--- src/rtl/bootram_loader.sv ---
// Boot RAM loader: streams instruction words into boot RAM, then releases core fetch.
// Optional read-back checksum verify is compiled in when BOOTRAM_LOADER_VERIFY_EN is defined.

module bootram_loader #(
    parameter int NUM_WORDS = 16,
    parameter int ADDR_W    = 4
) (
    input  logic              clk_i,
    input  logic              rst_i,
    input  logic              start_i,
    input  logic [ADDR_W:0]   len_i,
    input  logic              s_valid_i,
    input  logic [31:0]       s_data_i,
    output logic              s_ready_o,
    output logic              mem_req_o,
    output logic              mem_wen_o,
    output logic [ADDR_W-1:0] mem_addr_o,
    output logic [31:0]       mem_data_o,
    input  logic [31:0]       mem_rdata_i,
    output logic              busy_o,
    output logic              done_o,
    output logic              error_o,
    output logic              fetch_enable_o
);

    localparam logic [ADDR_W:0] MAX_LEN = (ADDR_W+1)'(NUM_WORDS);
    localparam logic [ADDR_W:0] CNT_ONE = (ADDR_W+1)'(1);

    typedef enum logic [2:0] {
        ST_IDLE   = 3'd0,
        ST_LOAD   = 3'd1,
        ST_VERIFY = 3'd2,
        ST_CHECK  = 3'd3,
        ST_DONE   = 3'd4,
        ST_ERROR  = 3'd5
    } state_t;

    state_t            state_r;
    state_t            state_s;
    logic [ADDR_W:0]   len_clamp_s;
    logic [ADDR_W:0]   eff_len_r;
    logic [ADDR_W:0]   eff_len_s;
    logic [ADDR_W:0]   wr_cnt_r;
    logic [ADDR_W:0]   wr_cnt_s;
    logic              launch_s;
    logic              accept_s;

    logic              s_ready_r;
    logic              s_ready_s;
    logic              mem_req_r;
    logic              mem_req_s;
    logic              mem_wen_r;
    logic              mem_wen_s;
    logic [ADDR_W-1:0] mem_addr_r;
    logic [ADDR_W-1:0] mem_addr_s;
    logic [31:0]       mem_data_r;
    logic [31:0]       mem_data_s;
    logic              busy_r;
    logic              busy_s;
    logic              done_r;
    logic              done_s;
    logic              fetch_r;
    logic              fetch_s;

`ifdef BOOTRAM_LOADER_VERIFY_EN
    logic [31:0]       sum_r;
    logic [31:0]       sum_s;
    logic [ADDR_W:0]   rd_cnt_r;
    logic [ADDR_W:0]   rd_cnt_s;
    logic [31:0]       rsum_r;
    logic [31:0]       rsum_s;
    logic [31:0]       rsum_final_s;
    logic              rd_pend_r;
    logic              rd_pend_s;
    logic              issue_rd_s;
    logic              check_ok_s;
    logic              error_r;
    logic              error_s;
`else
    logic              unused_rdata;
    assign unused_rdata = ^mem_rdata_i;
`endif

    // Clamp the requested length to the RAM depth
    always_comb begin
        if (len_i > MAX_LEN) begin
            len_clamp_s = MAX_LEN;
        end else begin
            len_clamp_s = len_i;
        end
    end

    assign launch_s = start_i && ((state_r == ST_IDLE) || (state_r == ST_ERROR));
    assign accept_s = s_valid_i && s_ready_r && (state_r == ST_LOAD);

    // State register
    always_ff @(posedge clk_i or posedge rst_i) begin
        if (rst_i) begin
            state_r <= ST_IDLE;
        end else begin
            state_r <= state_s;
        end
    end

    // Next-state logic; LOAD exits only once the last write has been presented
    always_comb begin
        state_s = state_r;
        case (state_r)
            ST_IDLE, ST_ERROR: begin
                if (start_i) begin
                    if (len_clamp_s == '0) begin
                        state_s = ST_DONE;
                    end else begin
                        state_s = ST_LOAD;
                    end
                end else begin
                    state_s = state_r;
                end
            end
            ST_LOAD: begin
                if (wr_cnt_r == eff_len_r) begin
`ifdef BOOTRAM_LOADER_VERIFY_EN
                    state_s = ST_VERIFY;
`else
                    state_s = ST_DONE;
`endif
                end else begin
                    state_s = ST_LOAD;
                end
            end
`ifdef BOOTRAM_LOADER_VERIFY_EN
            ST_VERIFY: begin
                if (rd_cnt_r == eff_len_r) begin
                    state_s = ST_CHECK;
                end else begin
                    state_s = ST_VERIFY;
                end
            end
            ST_CHECK: begin
                if (check_ok_s) begin
                    state_s = ST_DONE;
                end else begin
                    state_s = ST_ERROR;
                end
            end
`endif
            ST_DONE: begin
                state_s = ST_DONE;
            end
            default: begin
                state_s = ST_IDLE;
            end
        endcase
    end

    // Write-side counters: length latched on launch, count advances per accepted beat
    always_comb begin
        eff_len_s = eff_len_r;
        wr_cnt_s  = wr_cnt_r;
        if (launch_s) begin
            eff_len_s = len_clamp_s;
            wr_cnt_s  = '0;
        end else if (accept_s) begin
            wr_cnt_s  = wr_cnt_r + CNT_ONE;
        end else begin
            wr_cnt_s  = wr_cnt_r;
        end
    end

`ifdef BOOTRAM_LOADER_VERIFY_EN
    // Read-back path: a read issued in one cycle returns data to be summed one cycle later
    always_comb begin
        issue_rd_s   = (state_s == ST_VERIFY);
        rd_pend_s    = mem_req_r && !mem_wen_r;
        rsum_final_s = rd_pend_r ? (rsum_r + mem_rdata_i) : rsum_r;
        check_ok_s   = (rsum_final_s == sum_r);
        if (launch_s) begin
            sum_s    = 32'h0000_0000;
            rsum_s   = 32'h0000_0000;
            rd_cnt_s = '0;
        end else if (accept_s) begin
            sum_s    = sum_r + s_data_i;
            rsum_s   = rsum_final_s;
            rd_cnt_s = rd_cnt_r;
        end else if (issue_rd_s) begin
            sum_s    = sum_r;
            rsum_s   = rsum_final_s;
            rd_cnt_s = rd_cnt_r + CNT_ONE;
        end else begin
            sum_s    = sum_r;
            rsum_s   = rsum_final_s;
            rd_cnt_s = rd_cnt_r;
        end
    end

    // Verify datapath registers
    always_ff @(posedge clk_i or posedge rst_i) begin
        if (rst_i) begin
            sum_r     <= 32'h0000_0000;
            rsum_r    <= 32'h0000_0000;
            rd_cnt_r  <= '0;
            rd_pend_r <= 1'b0;
            error_r   <= 1'b0;
        end else begin
            sum_r     <= sum_s;
            rsum_r    <= rsum_s;
            rd_cnt_r  <= rd_cnt_s;
            rd_pend_r <= rd_pend_s;
            error_r   <= error_s;
        end
    end
`endif

    // Write-side datapath registers
    always_ff @(posedge clk_i or posedge rst_i) begin
        if (rst_i) begin
            eff_len_r <= '0;
            wr_cnt_r  <= '0;
        end else begin
            eff_len_r <= eff_len_s;
            wr_cnt_r  <= wr_cnt_s;
        end
    end

    // Output decode from the upcoming state so every output can be registered
    always_comb begin
        s_ready_s  = (state_s == ST_LOAD) && (wr_cnt_s < eff_len_s);
        busy_s     = (state_s == ST_LOAD) || (state_s == ST_VERIFY) || (state_s == ST_CHECK);
        done_s     = (state_s == ST_DONE);
        fetch_s    = (state_s == ST_DONE);
`ifdef BOOTRAM_LOADER_VERIFY_EN
        error_s    = (state_s == ST_ERROR);
`endif
        mem_req_s  = 1'b0;
        mem_wen_s  = 1'b0;
        mem_addr_s = '0;
        mem_data_s = 32'h0000_0000;
        if (accept_s) begin
            mem_req_s  = 1'b1;
            mem_wen_s  = 1'b1;
            mem_addr_s = wr_cnt_r[ADDR_W-1:0];
            mem_data_s = s_data_i;
        end
`ifdef BOOTRAM_LOADER_VERIFY_EN
        else if (issue_rd_s) begin
            mem_req_s  = 1'b1;
            mem_wen_s  = 1'b0;
            mem_addr_s = rd_cnt_r[ADDR_W-1:0];
            mem_data_s = 32'h0000_0000;
        end
`endif
        else begin
            mem_req_s  = 1'b0;
        end
    end

    // Output registers
    always_ff @(posedge clk_i or posedge rst_i) begin
        if (rst_i) begin
            s_ready_r  <= 1'b0;
            mem_req_r  <= 1'b0;
            mem_wen_r  <= 1'b0;
            mem_addr_r <= '0;
            mem_data_r <= 32'h0000_0000;
            busy_r     <= 1'b0;
            done_r     <= 1'b0;
            fetch_r    <= 1'b0;
        end else begin
            s_ready_r  <= s_ready_s;
            mem_req_r  <= mem_req_s;
            mem_wen_r  <= mem_wen_s;
            mem_addr_r <= mem_addr_s;
            mem_data_r <= mem_data_s;
            busy_r     <= busy_s;
            done_r     <= done_s;
            fetch_r    <= fetch_s;
        end
    end

    assign s_ready_o      = s_ready_r;
    assign mem_req_o      = mem_req_r;
    assign mem_wen_o      = mem_wen_r;
    assign mem_addr_o     = mem_addr_r;
    assign mem_data_o     = mem_data_r;
    assign busy_o         = busy_r;
    assign done_o         = done_r;
    assign fetch_enable_o = fetch_r;
`ifdef BOOTRAM_LOADER_VERIFY_EN
    assign error_o        = error_r;
`else
    assign error_o        = 1'b0;
`endif

endmodule

--- config.mk ---
export PLATFORM = sky130hd
export DESIGN_NAME = bootram_loader
export DESIGN_NICKNAME = d
export VERILOG_FILES = /design/src/rtl/bootram_loader.sv
export SDC_FILE = /design/constraint.sdc
export NUM_CORES = 1
export LEC_CHECK = 0
export BUFFER_PORTS_ARGS = -buffer_cell sky130_fd_sc_hd__buf_2
export CAP_MARGIN = 10
export CORE_MARGIN = 1.5
export CORE_UTILIZATION = 35
export CTS_BUF_LIST = sky130_fd_sc_hd__clkbuf_4
export DETAILED_ROUTE_END_ITERATION = 6
export HOLD_SLACK_MARGIN = 0.08
export PLACE_DENSITY = 0.65
export SYNTH_ARGS = -nofsm -noshare
export SYNTH_HDL_FRONTEND = slang
export SYNTH_SLANG_ARGS = --single-unit
--- constraint.sdc ---
create_clock -name clk_i -period 2.9 [get_ports clk_i]
set_input_delay 0.29 -clock clk_i [delete_from_list [all_inputs] [get_ports clk_i]]
set_output_delay 0.29 -clock clk_i [all_outputs]
set_load 0.1 [all_outputs]
==> impl_metrics.toml <==
[outcome]
status = "complete, no violations"

[die]
die_y_um = 81.58
die_x_um = 81.58
rows = 28
die_area_um2 = 6654
core_area_um2 = 5956
initial_utilization_pct = 36.28
ios = 116

[setup_path]
critPathMostFrequentCell = "a21o_1"
cpLargestDelayFamily = "simple AND/OR/NAND/NOR gates"
cpPeakStageDelay_ns = 0.51
critPathRequiredTime_ns = 3.18
cp_slowest_cell = "or3b_1"
crit_path_start_kind = "flop"
worstSetupEndpointType = "flop"
cp_max_fo = 5
cp_cell_sequence = "or3b_1, nor3_2, xnor2_1, nor2_1, ha_1, a21o_1, a21o_1, a21o_1, a221oi_1"
crit_buf_inv = 0
crit_type = "flop to flop"
critPathArrivalTime_ns = 2.83

[placement]
portBuffers = 82
gp_congestion = 0.8004
hpwlAfterDp_um = 3158
place_area_um2 = 2638

[detailed_routing]
postRouteAntennaNets = 0
wl_um = 4186
initialDrtViolationCount = 71
wl_per_cell_um = 12.38
drc = 0
vias = 1465
first_pass_iters = 4
vias_per_cell = 4.334

[layout]
design_area_um2 = 2734
postLayoutCoreUtil_pct = 45.90
drive_gt1_share_pct = 39.16
layout_commonest_cell = "buf_2"
final_cell_mix = "82 x buf_2, 53 x dfrtp_1, 34 x and2_1"
syn_to_final_growth_pct = 26.52
antenna_cells = 0
nets = 341

[clock_network]
numClockSinks = 53
cts_tree = "done"
path_clk_slew_ns = 0.17
post-cts-setup-buffer-count = 0
clockRootBuffer = "clkbuf_4"
h-tree-depth = 2
clock_latency_ns = 0.37
cts_made_buffers = 5
clockBufferDepth = 2

[timing]
max_freq_mhz = 390.9
finalClockSkew_ns = 0.01592
relSlewSlack_pct = 28.38
finalHoldViolCount = 0
finalSetupViolCount = 0
worst_pin_slew_ns = 1.073
holdWs_ns = 0.1033
post-route-period-util_pct = 88.22
rsz0062_at_grt = "false"
min_period_ns = 2.558
slew_viol_final = 0
finalSetupTns_ns = 0

[power_and_ir_drop]
p_comb_share_pct = 27.9
clkPwrFrac_pct = 21.5
peakVddDrop_mv = 0.2245
internal_power_mw = 1.028
p_leak_nw = 1.566
p_switching_uw = 615.7
p_sw_share_pct = 37.46
seq_power_share_pct = 50.7
power_density_nw_per_um2 = 601.3

[global_route]
grt_use_total_pct = 13.35
antenna_found_initial = 0
grt_max_degree = 54
grt_pass1_wl_um = 6768
grt_overflow = 0
grt_pass1_vias = 1395

[synthesis]
synth-seq-cells = 53
synth.avg_cell_area_um2 = 12.42
ys_seq_area_share_pct = 61.38
synth_cell_type_count = 36
ys_warn_count = 0
synth_area_um2 = 2161
syn_inst = 174

[hold_path]
min_path_type = "input port to flop"

[job]
cap_viol_max_count = 0
-- power by group through the flow --
| stage | Sequential, mW | Clock (mW) | Combinational [mW] |
|---|---|---|---|
| after global routing | 0.841 | 0.401 | 0.500 |
| after global placement | 0.845 | 0 | 0.455 |
| final | 0.833 | 0.353 | 0.458 |
| after detailed placement | 0.848 | 0 | 0.457 |
| after CTS | 0.834 | 0.372 | 0.460 |
| after floorplan | 0.977 | 0 | 0.230 |
-- Yosys cell counts, drive strengths merged --
cell / instances / area (um2)
o21ai: 3 / 15.01
nand3: 2 / 10.01
and3: 1 / 6.260
a21o: 4 / 30.03
nor2b: 5 / 31.28
or3: 1 / 6.260
nand2b: 1 / 6.260
nand2: 8 / 30.03
or3b: 1 / 8.760
buf: 8 / 53.80
and2: 34 / 212.7
a211oi: 2 / 15.01
mux2i: 4 / 40.04
nor3: 3 / 25.02
nor4: 2 / 42.54
ha: 6 / 75.07
or4b: 1 / 10.01
nor3b: 1 / 12.51
nor2: 8 / 42.54
xor2: 1 / 8.760
or2: 1 / 6.260
o21bai: 1 / 7.510
dfrtp: 53 / 1326
a221oi: 1 / 8.760
nand4: 1 / 6.260
inv: 9 / 33.78
xnor2: 8 / 70.07
a21oi: 2 / 10.01
conb: 1 / 3.750
a31oi: 1 / 6.260
-- routing by layer --
metal	up-vias	global-route usage, %	share of wire, %	routed length, um
li1	729	-	-	-
met1	670	16.97	46	1920
met2	64	22.07	44	1839
met3	2	4.111	9.7	405
met4	0	3.559	0.50	21
met5	-	0	0	0
-- registers in the layout (all words and copies together) (netlist names) --
register / count
busy_o: 1
s_ready_o: 1
mem_data_o: 32
fetch_enable_o: 1
mem_wen_o: 1
state_r: 3
mem_addr_o: 4
wr_cnt_r: 5
eff_len_r: 5
-- area by class of cell --
class,instances,area [um2]
sequential,53,1326
clock buffer,5,37.54
clock inverter,3,28.78
tap,75,93.84
fill,580,3222
multi-input combinational,105,750.7
inverter,9,33.78
timing repair buffer,88,462.9
-- timing repair --
item | CTS | global route
gates resized for setup | 0 | 0
endpoints found under the hold margin | 0 | 3
hold buffers | 0 | 3
-- logic make-up (layout without fill, tap and decap cells) --
| kind of cell | Yosys count | in the layout | share of synthesized area [%] |
|---|---|---|---|
| adders and majority gates | 6 | 6 | 3.474 |
| and+or+nand+nor | 70 | 70 | 21.14 |
| other | 1 | 2 | 0.1735 |
| DFF | 53 | 53 | 61.38 |
| AOI/OAI and AO/OA | 14 | 14 | 4.285 |
| buffers and inverters | 17 | 105 | 4.053 |
| xor gates and xnor gates | 9 | 9 | 3.648 |
| muxes | 4 | 4 | 1.853 |
-- final timing paths --
path / start / endpoint / slack [ns] / cells after the start
hold reg to reg: state_r[1]$_DFF_PP0_ / state_r[0]$_DFF_PP0_ / 0.55 / 1
hold / removal: s_data_i[14] / mem_data_o[14]$_DFF_PP0_ / 0.10 / 2
min in group asynchronous: rst_i / mem_data_o[17]$_DFF_PP0_ / 0.15 / 2
setup / recovery: state_r[1]$_DFF_PP0_ / s_ready_o$_DFF_PP0_ / 0.34 / 9
max in group asynchronous: rst_i / mem_data_o[26]$_DFF_PP0_ / 2.08 / 2
setup reg to reg: state_r[1]$_DFF_PP0_ / s_ready_o$_DFF_PP0_ / 0.34 / 9
-- metrics by stage --
stage	power [mW]	instances	worst slack, ns
global route	1.742	338	0.08619
CTS	1.666	335	0.3098
finish	1.644	338	0.3416
detailed placement	1.305	327	0.3590
floorplan	1.206	175	0.1286
global placement	1.300	327	0.3216
(Power assumes the default switching activity.)
